**config.mk**
```make
export PLATFORM = sky130hd
export DESIGN_NAME = light_mode_fsm
export DESIGN_NICKNAME = d
export VERILOG_FILES = /design/src/rtl/light_mode_fsm_pkg.sv /design/src/rtl/light_mode_fsm_pwm_generator.sv /design/src/rtl/light_mode_fsm.sv
export SDC_FILE = /design/constraint.sdc
export NUM_CORES = 1
export LEC_CHECK = 0
export BUFFER_PORTS_ARGS = -buffer_cell sky130_fd_sc_hd__buf_2
export CAP_MARGIN = 20
export CORE_ASPECT_RATIO = 1.2
export CORE_UTILIZATION = 50
export CTS_CLUSTER_DIAMETER = 40
export DETAILED_ROUTE_END_ITERATION = 16
export HOLD_SLACK_MARGIN = 0.1
export PLACE_DENSITY = 0.68
export SLEW_MARGIN = 20
export SYNTH_ARGS = -nofsm -noshare
export SYNTH_HDL_FRONTEND = slang
export SYNTH_SLANG_ARGS = --single-unit
```
**constraint.sdc**
```tcl
create_clock -name i_clk -period 5.21 [get_ports i_clk]
set_input_delay 1.3025 -clock i_clk [delete_from_list [all_inputs] [get_ports i_clk]]
set_output_delay 1.3025 -clock i_clk [all_outputs]
set_load 0.01 [all_outputs]
```
**src/rtl/light_mode_fsm_pkg.sv**
```systemverilog
// Shared lamp mode encodings and mode sequencing for the light-stand design.
package light_mode_fsm_pkg;

  typedef enum logic [1:0] {
    MODE_OFF  = 2'd0,
    MODE_LOW  = 2'd1,
    MODE_MID  = 2'd2,
    MODE_HIGH = 2'd3
  } mode_e;

  // Press order OFF -> LOW -> MID -> HIGH -> OFF, the 2-bit wrap closes the loop.
  function automatic mode_e next_mode(input mode_e m);
    return mode_e'(m + 2'd1);
  endfunction

endpackage

```
**src/rtl/light_mode_fsm_pwm_generator.sv**
```systemverilog
// Free-running PWM: period counter, duty latched at period wrap, registered lamp drive.
module light_mode_fsm_pwm_generator #(
  parameter int PWM_PERIOD = 100,
  parameter int DUTY_W     = $clog2(PWM_PERIOD + 1)
) (
  input  logic              i_clk,
  input  logic              i_reset,
  input  logic [DUTY_W-1:0] duty,
  input  logic              force_zero,
  output logic              o_led
);

  localparam int CNT_W = (PWM_PERIOD > 1) ? $clog2(PWM_PERIOD) : 1;
  localparam logic [CNT_W-1:0] CNT_LAST = CNT_W'(PWM_PERIOD - 1);

  logic [CNT_W-1:0]  cnt;
  logic [CNT_W-1:0]  cnt_next;
  logic [DUTY_W-1:0] duty_q;
  logic [DUTY_W-1:0] duty_next;
  logic              wrap;

  assign wrap     = (cnt == CNT_LAST);
  assign cnt_next = wrap ? '0 : cnt + CNT_W'(1);

  // Duty only changes at a period boundary, except that turning off is immediate.
  assign duty_next = force_zero ? '0 : (wrap ? duty : duty_q);

  always_ff @(posedge i_clk or posedge i_reset) begin
    if (i_reset) begin
      cnt    <= '0;
      duty_q <= '0;
      o_led  <= 1'b0;
    end else begin
      cnt    <= cnt_next;
      duty_q <= duty_next;
      o_led  <= (DUTY_W'(cnt_next) < duty_next);
    end
  end

endmodule

```
**src/rtl/light_mode_fsm.sv**
```systemverilog
// Lamp mode FSM driven by debounced press pulses, with PWM lamp output.
// Optional inactivity auto-off is enabled by defining LIGHT_AUTO_OFF_EN.
module light_mode_fsm
  import light_mode_fsm_pkg::*;
#(
  parameter int          PWM_PERIOD      = 100,
  parameter int          DUTY_LOW        = 25,
  parameter int          DUTY_MID        = 50,
  parameter int          DUTY_HIGH       = 100,
  parameter int unsigned AUTO_OFF_CYCLES = 500_000_000
) (
  input  logic       i_clk,
  input  logic       i_reset,
  input  logic       i_button,
  output logic       o_led,
  output logic [1:0] o_state,
  output logic       o_mode_change
);

  localparam int DUTY_W = $clog2(PWM_PERIOD + 1);

  function automatic logic [DUTY_W-1:0] sat_duty(input int d);
    if (d >= PWM_PERIOD) return DUTY_W'(PWM_PERIOD);
    else if (d <= 0)     return '0;
    else                 return DUTY_W'(d);
  endfunction

  mode_e             state;
  logic              force_off;
  logic              enter_off;
  logic [DUTY_W-1:0] duty_sel;

  always_comb begin
    duty_sel = '0;
    case (state)
      MODE_LOW:  duty_sel = sat_duty(DUTY_LOW);
      MODE_MID:  duty_sel = sat_duty(DUTY_MID);
      MODE_HIGH: duty_sel = sat_duty(DUTY_HIGH);
      default:   duty_sel = '0;
    endcase
  end

  // A press always wins over the inactivity timeout on the same cycle.
  always_ff @(posedge i_clk or posedge i_reset) begin
    if (i_reset) begin
      state         <= MODE_OFF;
      o_mode_change <= 1'b0;
    end else begin
      o_mode_change <= 1'b0;
      if (i_button) begin
        state         <= next_mode(state);
        o_mode_change <= 1'b1;
      end else if (force_off) begin
        state         <= MODE_OFF;
        o_mode_change <= 1'b1;
      end
    end
  end

  assign o_state   = state;
  assign enter_off = (i_button && state == MODE_HIGH) || force_off;

`ifdef LIGHT_AUTO_OFF_EN
  localparam logic [31:0] IDLE_LAST = 32'(AUTO_OFF_CYCLES - 1);

  logic [31:0] idle_cnt;

  assign force_off = !i_button && (state != MODE_OFF) && (idle_cnt == IDLE_LAST);

  always_ff @(posedge i_clk or posedge i_reset) begin
    if (i_reset) begin
      idle_cnt <= '0;
    end else if (i_button || state == MODE_OFF || force_off) begin
      idle_cnt <= '0;
    end else begin
      idle_cnt <= idle_cnt + 32'd1;
    end
  end
`else
  logic unused_auto_off;

  assign unused_auto_off = ^AUTO_OFF_CYCLES;
  assign force_off       = 1'b0;
`endif

  light_mode_fsm_pwm_generator #(
    .PWM_PERIOD (PWM_PERIOD),
    .DUTY_W     (DUTY_W)
  ) u_pwm (
    .i_clk      (i_clk),
    .i_reset    (i_reset),
    .duty       (duty_sel),
    .force_zero (enter_off),
    .o_led      (o_led)
  );

endmodule

```
== Word-level counts from Yosys, hierarchy flattened ==
Index checks and enable logic that the tools add are counted.

* Output and inout port bits: 4
* Bits in registers: 18

* Eq/ne operators: 4
* Magnitude comparators: 1
* Reductions and logical operators: 1
* Add/subtract/negate cells: 2
* Muxes and demuxes: 5

{| class="wikitable"
|+ Operators with widths
! kind !! count
|-
| two-way mux 7 bit || 3
|-
| one-hot mux 7 bit (3 select lines) || 1
|-
| adder 7 x 1 -> 7 bit, second input constant || 1
|-
| equality test 7 bit, second input constant || 1
|-
| less-than comparator 7 bit || 1
|-
| equality test 2 bit, second input constant || 2
|-
| adder 2 x 1 -> 2 bit, second input constant || 1
|-
| equality test 2 x 1 -> 1 bit, second input constant || 1
|-
| logical AND 1 bit || 1
|-
| two-way mux 1 bit || 1
|}

== Depth between registers and ports, before layout ==
Gate-level depths: netlist of the first run.

* Depth after elaboration: 5
* Gate-level depth with buffers: 10
* Depth with buffers taken out: 10

== Hierarchy ==
Synthesis of the first run repeated with hierarchy kept, for this count alone.

* Cell total of the unflattened synthesis: 90
* Area, all modules: 1,017.2 µm²

{| class="wikitable"
|+ By module, submodules not included
! module !! cells each !! area each (µm²) !! instances
|-
| light_mode_fsm_pwm_generator || 74 || 814.5 || 1
|-
| light_mode_fsm || 16 || 202.7 || 1
|}

== Least setup slack after synthesis of the first run ==
Ideal clock, no wire load.

* Kind: input -> register
* From: input port i_button
* To: register u_pwm.o_led
* Setup slack: 2.277 ns
* Data arrival time: 2.851 ns
* Required time: 5.128 ns
* Stages on the path: 8
* Path through: and2_1 > buf_1 > or2_2 > ha_1 > a21o_1 > a21o_1 > a211o_1 > a31oi_1

* Cells in the longest elaborated chain, start to end: 3

{| class="wikitable"
|+ Ends and longest elaborated chain
! element !! line !! text
|-
| from (decl) || light_mode_fsm.sv:14 || <nowiki>input logic i_button,</nowiki>
|-
| logical AND 1 bit || light_mode_fsm.sv:61 || <nowiki>assign enter_off = (i_button && state == MODE_HIGH) || force_off;</nowiki>
|-
| two-way mux 7 bit || light_mode_fsm_pwm_generator.sv:26 || <nowiki>assign duty_next = force_zero ? '0 : (wrap ? duty : duty_q);</nowiki>
|-
| less-than comparator 7 bit || light_mode_fsm_pwm_generator.sv:36 || <nowiki>o_led <= (DUTY_W'(cnt_next) < duty_next);</nowiki>
|-
| to (signal assigned) || light_mode_fsm_pwm_generator.sv:36 ||
|-
| to (decl) || light_mode_fsm_pwm_generator.sv:10 || <nowiki>output logic o_led</nowiki>
|}

No other way between the ends.
A chain may end at the register's enable or synchronous reset.

== Worst setup path in the final report of the first run ==
Ends and elaborated chain as after synthesis.

==> reports/metrics.cfg, run 1 <==
[run]
max_cap_viol_count=0

[clocking]
ctsHoldBuffers=0
h-tree-depth=1
insertion_delay_ns=0.29
cts_sinks=18
cts-resized-gates=0
cts-root-buf=clkbuf_4
cts_buffer_depth=2
cts_setup_buffers=0
numCtsBuffers=3
clkTransAtPathRegs_ns=0.10
cts_tree=built

[setup_path]
reg2regPathDepth=9
worst_path_most_repeated_cell=a21o_1
r2r-end=u_pwm.o_led
cp_data_arrival_time_ns=3.00
crit_slowest_cell=or2_2
cp.depth=8
crit_required_ns=5.43
endpoint_kind=flop
path_delay_family=compound AO/OA/AOI/OAI gates
crit_path_start_kind=input port
rrSetupSlack_ns=2.61
path_cells=buf_2 > and2_1 > or2_2 > ha_1 > a21o_1 > a21o_1 > a211o_1 > a31oi_1
cp_num_buf_inv=1
critical_path.endpoint=u_pwm.o_led
timing.rr.start=u_pwm.cnt[2]
cp_slowest_stage_delay_ns=0.31
crit_type=input port to flop
cp_max_fo=7
setup.worst_path.start=i_button

[synthesis]
yosys.area_share.xor_xnor_pct=4.34
yosys-mux-area-fraction_pct=2.98
ys.flop_type=dfrtp_1
yosysSeqAreaShare_pct=44.7
synth_cells=97
synth_fa_ha_area_share_pct=13.6
ys_types=31
synth_edf_count=0
synth_area_leaders=dfrtp_1 (45%), ha_1 (14%), nor2_1 (5.2%)
synth_top_cell_by_area=dfrtp_1
synth_area_mm2=0.00101
synth_compound_area_share_pct=10.3
ys_warn_count=0
netlist.area_leader.share_pct=44.7
syn-num-nets=111
synth_top_family_by_area=simple AND/OR/NAND/NOR gates
async_flop_share_pct=100
synthSimpleGateAreaFrac_pct=20.3
syn_area_per_cell_um2=10.4
ys_ff_latch=18

[sta]
hold_violations=0
period_needed_ns=2.77
max_clock_freq_ghz=0.361
slew_viol_final=0
setup_viol=0
grt_setup_unrepaired=false
tns_ns=0
tightest_slew_ns=0.680
hold_slack_ns=0.510
skew_ns=0.00541
setup_slack_ns=2.44
fin_crit_sh_pct=53.2
slew_headroom_pct=54.6

[place]
dp_slack_ns=2.12
place.detailed.hpwl_um=1330
dpl_cell_area_mm2=0.00104
gp_congestion=0.843
port_buffers=6
dp.cells=118

[detailed_routing]
routedWlPerCell_um=14.1
vias=685
dr.pass1.iters=4
ant_nets=0
first_iter_violations=13
vias_per_cell=5.61
routed_wl_um=1720
drc=0

[power]
leakage_nw=0.499
p_int_mw=0.222
cellPowerDensity_mw_per_mm2=299
pwr-share-clk_pct=26.5
comb_power_share_pct=23.2
netSwitchingFraction_pct=30.9
p_seq_share_pct=50.3
vdd_drop_max_mv=0.215
p_total_mw=0.321
power.switching_mw=0.0990

[floorplanning]
initial_core_util_pct=53.9
design.die.area_mm2=0.00220
core_mm2=0.00187
pin_count=7
die-height_um=51.2
die_width_um=43.0
rows=17

[final_layout]
final_area_mm2=0.00107
num-fill-cells=166
utilization_pct=57.3
nets=118
fin_cells=122
multi_input_area_um2=520
regArea_um2=450
layout-drive-gt1-share_pct=14.6
antenna_cells=0
area_delta_synth_final_pct=6.33

[global_routing]
grt_pass1_wl_um=3190
track_usage_pct=20.0
grt_max_degree=19
grt_overflow=0
antenna_found_initial=0
grt_pass1_vias=722

[status]
status=completed

[worst_hold_path]
hp-class=flop to flop

cells in the mapped netlist, types with 2 or more instances:
cell type,n
and2_1,2
or2_2,2
inv_1,3
nor2_1,14
xnor2_1,3
mux2i_1,3
nand4_1,3
xor2_1,2
nand3_1,5
o21ai_0,5
a21o_1,2
ha_1,11
a21oi_1,3
nand2_1,5
dfrtp_1,18
worst min path at each step:
stage                    startpoint               to  slack, ns  depth (start not counted)
floorplan           u_pwm.duty_q[2]  u_pwm.duty_q[2]       0.46                          2
global placement    u_pwm.duty_q[6]  u_pwm.duty_q[6]       0.48                          2
detailed placement  u_pwm.duty_q[2]  u_pwm.duty_q[2]       0.49                          2
CTS                 u_pwm.duty_q[2]  u_pwm.duty_q[2]       0.52                          2
global route        u_pwm.duty_q[6]  u_pwm.duty_q[6]       0.57                          2
finish              u_pwm.duty_q[2]  u_pwm.duty_q[2]       0.51                          2
layout make-up:
class / count / share of cell area [%]
Tap cell: 19 / 2.22
Sequential cell: 18 / 42.0
Clock buffer: 4 / 3.38
Timing Repair Buffer: 6 / 2.80
Inverter: 3 / 1.05
Multi-Input combinational cell: 72 / 48.5
worst reg2reg max path, stage by stage, from the launching register on:
cell and delay (ns):
dfrtp_1 0.49, nor4b_4 0.32, nand3_2 0.21, mux2i_1 0.18, or2_2 0.28, ha_1 0.31
a21o_1 0.16, a21o_1 0.18, a211o_1 0.28, a31oi_1 0.13
layer usage:
layer / share of wire [%] / vias up / track usage [%]
met5: 0 / - / 0
met4: 2.0 / 0 / 9.09
met3: 1.3 / 4 / 3.18
met2: 52 / 6 / 34.3
met1: 45 / 325 / 24.5
li1: - / 350 / -
power groups by stage:
stage                     registers [mW]  logic (mW)  clock network [mW]
after floorplan                    0.166      0.0482                   0
after detailed placement           0.164      0.0735                   0
after global placement             0.163      0.0729                   0
after global routing               0.163      0.0846              0.0921
final                              0.161      0.0745              0.0850
after CTS                          0.162      0.0747              0.0881
cells in the final DEF (no fill, tap or decap):
cell type and count:
ha_1 11, and2_1 2, nor2_1 14, and3_4 1, buf_2 6, mux2i_1 3
a41oi_1 1, nand3_1 5, inv_1 3, xnor2_1 3, o211a_1 1, nor3b_1 1
a21oi_1 3, a211o_1 1, nor4b_4 1, o21a_1 1, or2_2 2, a21o_1 2
nand4_1 3, o211ai_1 1, o21ai_0 5, nand3_2 1, clkbuf_8 1, xor2_1 2
dfrtp_1 18, or2_1 1, nand2_1 5, clkbuf_4 3, and3_1 1, a31oi_1 1
registers in the layout, indices dropped and copies added (netlist names):
register / cells
o_mode_change: 1
o_state: 2
u_pwm.o_led: 1
u_pwm.cnt: 7
u_pwm.duty_q: 7
cells by family (layout without fill, tap and decap cells):
family	count (synthesis)	after routing
AO/OA/AOI/OAI	16	16
XOR/XNOR	5	5
flip-flops	18	18
multiplexers	3	3
buffers and inverters	7	13
AND/OR/NAND/NOR	37	37
adder cells (fa/ha/maj)	11	11
(Power assumes the default switching activity.)
==> run 2, diff against run 1 <==
==> constraint.sdc (replaced) <==
create_clock -name i_clk -period 2.86 [get_ports i_clk]
set_input_delay 0.715 -clock i_clk [delete_from_list [all_inputs] [get_ports i_clk]]
set_output_delay 0.715 -clock i_clk [all_outputs]
set_load 0.01 [all_outputs]
==> reports/metrics.cfg, run 2 (synthesis results as in run 1) <==
[place]
port_buffers=6
gp_congestion=0.888
place.detailed.hpwl_um=1380

[detailed_routing]
highest_layer=met4
dr_wl_met2_um=935
vias_per_cell=5.66
wl_met3_um=36
ant_nets=0
routed_wl_um=1810
vias=690
wl_met1_um=799
first_iter_violations=8
routedWlPerCell_um=14.9
drc=0
dr.pass1.iters=3

[sta]
slew_headroom_pct=54.6
tightest_slew_ns=0.680
skew_ns=0.00247
fin_crit_sh_pct=89.9
slew_viol_final=0
setup_viol=0
hold_violations=0
period_needed_ns=2.57
tns_ns=0
max_clock_freq_ghz=0.389
grt_setup_unrepaired=false

[clocking]
cts-resized-gates=0
cts_buffer_depth=2
insertion_delay_ns=0.30
cts-root-buf=clkbuf_4
clkTransAtPathRegs_ns=0.10
numCtsBuffers=3
cts_setup_buffers=0
cts_sinks=18
h-tree-depth=1
cts_tree=built
ctsHoldBuffers=0

[setup_path]
worst_path_most_repeated_cell=a21o_1
crit_path_start_kind=flop
path_delay_family=simple AND/OR/NAND/NOR gates
endpoint_kind=flop
cp_slowest_stage_delay_ns=0.49
cp_data_arrival_time_ns=2.80
path_cells=nor4b_4 > nand3_2 > mux2i_1 > or2_2 > ha_1 > a21o_1 > a21o_1 > a211o_1 > a31oi_1
rrSetupSlack_ns=0.29
cp_num_buf_inv=0
crit_slowest_cell=dfrtp_1
crit_required_ns=3.08
cp_max_fo=7
crit_type=flop to flop

[run]
max_cap_viol_count=0

[global_routing]
antenna_found_initial=0
grt_overflow=0
grt_max_degree=19
grt_pass1_vias=698
grt_pass1_wl_um=3170
track_usage_pct=20.1

[status]
status=completed

[final_layout]
area_delta_synth_final_pct=6.33
final_cell_mix=dfrtp_1 (18), nor2_1 (14), ha_1 (11)
antenna_cells=0
layout-drive-gt1-share_pct=14.6
nets=118
final_common_cell=dfrtp_1
utilization_pct=57.3

[floorplanning]
rows=17
die_width_um=43.0
design.die.area_mm2=0.00220
pin_count=7
core_mm2=0.00187
die-height_um=51.2
initial_core_util_pct=53.9

[worst_hold_path]
hp-class=input port to asynchronous set/reset pin

[power]
cellPowerDensity_mw_per_mm2=547
leakage_nw=0.499
vdd_drop_max_mv=0.399

==> run 2: cell counts in the layout (fill, tap and decap cells not counted) <==
No cell type changed its count.
==> run 2: worst register-to-register path, stage by stage, from the launching register on <==
cell     delay (ns)
dfrtp_1        0.49
nor4b_4        0.32
nand3_2        0.19
mux2i_1        0.17
or2_2          0.28
ha_1           0.31
a21o_1         0.16
a21o_1         0.17
a211o_1        0.28
a31oi_1        0.14
==> run 2: area by class of cell <==
type	count	area (µm²)
fill	174	800
tap	19	23.8
multi-input combinational	72	520
clock buffer	4	36.3
sequential	18	450
inverter	3	11.3
timing repair buffer	6	30.0
==> run 2: per-stage QoR <==
stage	instance area [µm²]	instances	power, mW	worst slack [ns]	hold slack, ns
finish	1070	122	0.587	0.288	0.502
global route	1070	122	0.624	0.0979	0.542
CTS	1070	122	0.589	0.281	0.519
detailed placement	1040	118	0.436	0.296	0.500
global placement	1040	118	0.432	0.361	0.480
floorplan	1010	97	0.390	0.412	0.461
==> run 2: final timing paths <==
check / from / endpoint / cells past startpoint
min in group i_clk: u_pwm.duty_q[2] / u_pwm.duty_q[2] / 2
max: u_pwm.cnt[2] / u_pwm.o_led / 9
max reg2reg: u_pwm.cnt[2] / u_pwm.o_led / 9
max in group asynchronous: i_reset / u_pwm.cnt[2] / 2
min reg2reg: u_pwm.duty_q[2] / u_pwm.duty_q[2] / 2
min: i_reset / u_pwm.o_led / 2
==> run 2: power by group <==
group	internal, mW	switching [mW]	leakage, nW
registers	0.273	0.0201	0.231
logic	0.0523	0.0846	0.247
clock network	0.0777	0.0792	0.0210
==> run 2: metal layers <==
layer / GRT usage (%) / vias up
li1: - / 348
met1: 24.2 / 328
met2: 35.1 / 9
met3: 3.18 / 5
met4: 9.09 / 0
met5: 0 / -
